--- src/rtl/two_by_one_mux_arbiter_pkg.sv ---
// Shared definitions for the two_by_one_mux round-robin arbiter:
// state encoding, mux select constants and the hold-budget legality check.
package two_by_one_mux_arbiter_pkg;

    typedef enum logic [1:0] {
        ST_IDLE  = 2'b00,
        ST_GNT_X = 2'b01,
        ST_GNT_Y = 2'b10
    } arb_state_e;

    // Same select convention as two_by_one_mux: 0 routes x_in, 1 routes y_in.
    localparam logic SEL_X = 1'b0;
    localparam logic SEL_Y = 1'b1;

    function automatic logic hold_cfg_ok(input int unsigned hold_max,
                                         input int unsigned cnt_w);
        logic ok;
        ok = (hold_max >= 1) && (cnt_w >= 1) && (cnt_w < 32);
        if (ok) begin
            ok = (hold_max <= (32'd1 << cnt_w));
        end
        return ok;
    endfunction

endpackage

--- src/rtl/two_by_one_mux_arbiter_hold_counter.sv ---
// Beat counter for the current grant holder: counts accepted beats, wraps at
// HOLD_MAX-1 and flags the terminal count so the arbiter can end a burst.
module two_by_one_mux_arbiter_hold_counter
    import two_by_one_mux_arbiter_pkg::*;
#(
    parameter int unsigned HOLD_MAX = 4,
    parameter int unsigned CNT_W    = 2
) (
    input  logic clk,
    input  logic rst_n,
    input  logic en_i,
    input  logic clr_i,
    output logic tc_o
);

    localparam logic [CNT_W-1:0] TC_VAL = CNT_W'(HOLD_MAX - 1);

    logic [CNT_W-1:0] cnt_q;
    logic [CNT_W-1:0] cnt_d;

    // Explicit wrap at TC_VAL because HOLD_MAX need not be a power of two.
    always_comb begin
        cnt_d = cnt_q;
        if (clr_i) begin
            cnt_d = '0;
        end else if (en_i) begin
            if (cnt_q == TC_VAL) begin
                cnt_d = '0;
            end else begin
                cnt_d = cnt_q + CNT_W'(1);
            end
        end
    end

    always_ff @(posedge clk or negedge rst_n) begin
        if (!rst_n) begin
            cnt_q <= '0;
        end else begin
            cnt_q <= cnt_d;
        end
    end

    assign tc_o = (cnt_q == TC_VAL);

endmodule

--- src/rtl/two_by_one_mux_arbiter.sv ---
// Round-robin arbiter driving the two_by_one_mux select: bounded bursts per
// requester, back-to-back switching, all grant/select outputs registered.
module two_by_one_mux_arbiter
    import two_by_one_mux_arbiter_pkg::*;
#(
    parameter int unsigned HOLD_MAX = 4,
    parameter int unsigned CNT_W    = 2
) (
    input  logic clk,
    input  logic rst_n,
    input  logic req_x_in,
    input  logic req_y_in,
    input  logic ready_in,
    output logic sel_out,
    output logic gnt_x_out,
    output logic gnt_y_out,
    output logic xfer_out
);

    if (!hold_cfg_ok(HOLD_MAX, CNT_W)) begin : g_cfg_bad
        $error("two_by_one_mux_arbiter: HOLD_MAX must be in 1..2**CNT_W");
    end

    arb_state_e state_q, state_d;
    logic       ptr_q, ptr_d;
    logic       sel_q, sel_d;
    logic       cnt_en;
    logic       cnt_clr;
    logic       cnt_tc;

    two_by_one_mux_arbiter_hold_counter #(
        .HOLD_MAX (HOLD_MAX),
        .CNT_W    (CNT_W)
    ) u_hold_counter (
        .clk   (clk),
        .rst_n (rst_n),
        .en_i  (cnt_en),
        .clr_i (cnt_clr),
        .tc_o  (cnt_tc)
    );

    always_comb begin
        state_d = state_q;
        ptr_d   = ptr_q;
        sel_d   = sel_q;
        cnt_en  = 1'b0;
        cnt_clr = 1'b0;

        case (state_q)
            ST_IDLE: begin
                if (req_x_in && req_y_in) begin
                    state_d = (ptr_q == SEL_Y) ? ST_GNT_Y : ST_GNT_X;
                end else if (req_x_in) begin
                    state_d = ST_GNT_X;
                end else if (req_y_in) begin
                    state_d = ST_GNT_Y;
                end
            end

            ST_GNT_X: begin
                if (!req_x_in || (cnt_tc && ready_in && req_y_in)) begin
                    ptr_d   = SEL_Y;
                    cnt_clr = 1'b1;
                    state_d = req_y_in ? ST_GNT_Y : ST_IDLE;
                end else begin
                    cnt_en = ready_in;
                end
            end

            ST_GNT_Y: begin
                if (!req_y_in || (cnt_tc && ready_in && req_x_in)) begin
                    ptr_d   = SEL_X;
                    cnt_clr = 1'b1;
                    state_d = req_x_in ? ST_GNT_X : ST_IDLE;
                end else begin
                    cnt_en = ready_in;
                end
            end

            default: begin
                state_d = ST_IDLE;
                cnt_clr = 1'b1;
            end
        endcase

        // Select follows the next grant; IDLE keeps the last routed side.
        case (state_d)
            ST_GNT_X: sel_d = SEL_X;
            ST_GNT_Y: sel_d = SEL_Y;
            default:  sel_d = sel_q;
        endcase
    end

    always_ff @(posedge clk or negedge rst_n) begin
        if (!rst_n) begin
            state_q <= ST_IDLE;
            ptr_q   <= SEL_X;
            sel_q   <= SEL_X;
        end else begin
            state_q <= state_d;
            ptr_q   <= ptr_d;
            sel_q   <= sel_d;
        end
    end

    assign sel_out   = sel_q;
    assign gnt_x_out = (state_q == ST_GNT_X);
    assign gnt_y_out = (state_q == ST_GNT_Y);
    assign xfer_out  = (gnt_x_out | gnt_y_out) & ready_in;

endmodule
--- config.mk ---
export PLATFORM = sky130hd
export DESIGN_NAME = two_by_one_mux_arbiter
export DESIGN_NICKNAME = d
export VERILOG_FILES = /design/src/rtl/two_by_one_mux_arbiter_pkg.sv /design/src/rtl/two_by_one_mux_arbiter_hold_counter.sv /design/src/rtl/two_by_one_mux_arbiter.sv
export SDC_FILE = /design/constraint.sdc
export NUM_CORES = 1
export LEC_CHECK = 0
export CAP_MARGIN = 30
export CORE_AREA = 2 2 39 41
export CTS_CLUSTER_SIZE = 10
export DETAILED_ROUTE_END_ITERATION = 7
export DIE_AREA = 0 0 41 43
export MAX_ROUTING_LAYER = met4
export PLACE_DENSITY_LB_ADDON = 0.2
export SLEW_MARGIN = 20
export SYNTH_ARGS = -nofsm -noshare
export SYNTH_HDL_FRONTEND = slang
export SYNTH_SLANG_ARGS = --single-unit
export TNS_END_PERCENT = 100
--- constraint.sdc ---
create_clock -name clk -period 3 [get_ports clk]
set_input_delay 0.6 -clock clk [delete_from_list [all_inputs] [get_ports clk]]
set_output_delay 0.6 -clock clk [all_outputs]
set_load 0.005 [all_outputs]
==> out/metrics.cfg <==
[setup_path]
crit_path_start=ready_in
cp.arrival_ns=1.79
critPathSlowestCell=clkdlybuf4s50_1
cp_cell_sequence=clkdlybuf4s50_1, nand2_1, inv_1, clkdlybuf4s50_1
cpPeakStageDelay_ns=0.51
worstPathMaxFanout=4
critPathKind=primary input to output pin
crit_path_frequent_cell=clkdlybuf4s50_1
required_ns=2.40
startpoint_type=primary input
cp-end-kind=output pin
timing.rr.start=state_q[0]

[power]
power.switching_mw=0.1724
pwr-share-clk_pct=15.1
p_comb_share_pct=56.0
vdd_ir_drop_max_v=0.0003410
p_leak_nw=0.2478
pwr-share-seq_pct=28.9
internal_power_mw=0.3023
p_sw_share_pct=36.31
power_density_nw_per_um2=843.0

[drt]
wl_per_cell_um=11.36
firstDrtPassIters=4
drc_errors=0
wl_um=841
vias_per_cell=5.338
drt_iter0_markers=9
vias=395
postRouteAntennaNets=0

[clock_tree]
cts_setup_buffers=0
clockRootBuffer=clkbuf_4
cts_max_level=1
clk_path_buf_depth=2
cts_made_buffers=3
clock_latency_ns=0.24
clk_pin_slew_ns=0.04
cts_resized=0
cts_hold_buf=0
cts_tree=built
cts_sinks=6

[yosys]
synth_fp_nets=58
ys_types=20
async_flop_share_pct=100.0
synth_area_um2=440.4
synth_ff_type=dfrtp_1
yosysWarnings=0
syn_area_per_cell_um2=9.371
synth-seq-area-share_pct=34.09
yosys_register_bits=6
syn_inst=47
synth_edf_count=0

[die]
num_io_pins=9
die_h_um=43
dieArea_um2=1763
initial_core_util_pct=31.83
core_area_um2=1384
fp-row-count=14
die_w_um=41

[sta]
fmax_mhz=418.1
rsz0062_at_grt=false
fin_skew_ns=0.0007506
period_share_pct=79.73
fin_crit_ns=2.392
setup_viol=0
slew_viol_final=0
tightest_slew_ns=0.2635
fin_tns_setup_ns=0
finalHoldViolCount=0
slew_headroom_pct=82.38

[placed_design]
portBuffers=8
dp_hpwl_um=654.4
place.gp.congestion=0.7834

[min_path]
hold_start=sel_out
hold_class=flop to flop

[global_route]
grt_pass1_wl_mm=1.331
grt_remaining_overflow=0
first_global_vias=334
grt_max_degree=8
grt_usage_pct=11.63
antenna_found_initial=0

[finish]
drive_above_1_share_pct=12.07
antenna_cells=0
final_core_util_pct=40.69
syn_to_final_growth_pct=27.84
fin_nets=71

[status]
status=finished clean

[job]
cap_violations=0

==> cell type report <==
| class | instances | area (µm²) |
|---|---|---|
| flip-flops and latches | 6 | 150.1 |
| fillers | 140 | 820.8 |
| multi-input cells | 37 | 275.3 |
| clock buffers | 3 | 22.52 |
| well taps | 16 | 20.02 |
| inverters | 4 | 15.01 |
| repair buffers | 8 | 80.08 |
==> worst max-delay path, delay by kind of cell <==
family,cells,cell delay (ns)
simple gates,1,0.11
buf+inv,3,1.08
==> placed cells by master (no fill, tap or decap), types with 2 or more instances in the layout <==
master and n:
clkdlybuf4s50_1 8, nand3_1 2, clkbuf_4 3, o21ai_0 6, dfrtp_1 6, a21boi_0 3
nand2_1 4, inv_1 4, ha_1 6, a21oi_1 4
==> kinds of logic after synthesis <==
| kind of cell | Yosys count | synth area share [%] |
|---|---|---|
| muxes | 1 | 2.557 |
| buffers and inverters | 4 | 3.408 |
| and+or+nand+nor | 12 | 15.91 |
| AOI/OAI and AO/OA | 18 | 26.99 |
| adders and majority gates | 6 | 17.05 |
| DFF | 6 | 34.09 |
==> stage by stage <==
step	area (µm²)	std cells	power, mW	worst slack [ns]	hold WS [ns]
2_1_floorplan	440.4	47	0.3140	1.004	0.3044
3_3_place_gp	540.5	71	0.4052	0.3746	0.4963
3_5_place_dp	540.5	71	0.4046	0.3689	0.4984
4_1_cts	563.0	74	0.4824	0.6117	0.5133
5_1_grt	563.0	74	0.5220	0.4800	0.5298
6_report	563.0	74	0.4747	0.6080	0.5123
==> power groups by stage <==
stage	clock (mW)	combinational, mW	sequential, mW
2_1_floorplan	0	0.181	0.133
3_3_place_gp	0	0.267	0.138
3_5_place_dp	0	0.267	0.138
4_1_cts	0.0772	0.268	0.137
5_1_grt	0.0792	0.300	0.143
6_report	0.0715	0.266	0.137
==> worst paths after layout <==
| path | cells after the start | endpoint | slack (ns) |
|---|---|---|---|
| worst max-delay path | 4 | xfer_out | 0.61 |
| worst min-delay path | 1 | sel_out | 0.51 |
| worst max register to register | 8 | sel_out | 0.87 |
| worst min register to register | 1 | sel_out | 0.51 |
| max in group asynchronous | 1 | sel_out | 2.19 |
| min in group asynchronous | 1 | ptr_q | 0.60 |
==> synth_stat cells, types with 2 or more instances <==
| cell | n | share of area (%) |
|---|---|---|
| a21boi_0 | 3 | 5.1 |
| a21oi_1 | 4 | 4.5 |
| dfrtp_1 | 6 | 34 |
| ha_1 | 6 | 17 |
| inv_1 | 4 | 3.4 |
| nand2_1 | 4 | 3.4 |
| nand3_1 | 2 | 2.3 |
| o21ai_0 | 6 | 6.8 |
==> state kept, by name (all words and copies together) (netlist names) <==
register and flops:
sel_out 1, u_hold_counter.cnt_q 2, state_q 2, ptr_q 1
==> per-layer routing <==
metal | GRT usage [%] | wire, µm | up-vias | share of wire, %
li1 | - | - | 198 | -
met1 | 15.23 | 391 | 181 | 46
met2 | 15.00 | 387 | 14 | 46
met3 | 1.571 | 55 | 2 | 6.5
met4 | 10.00 | 6 | 0 | 0.71
met5 | - | 0 | - | 0
Power figures use the tool's default switching activity.
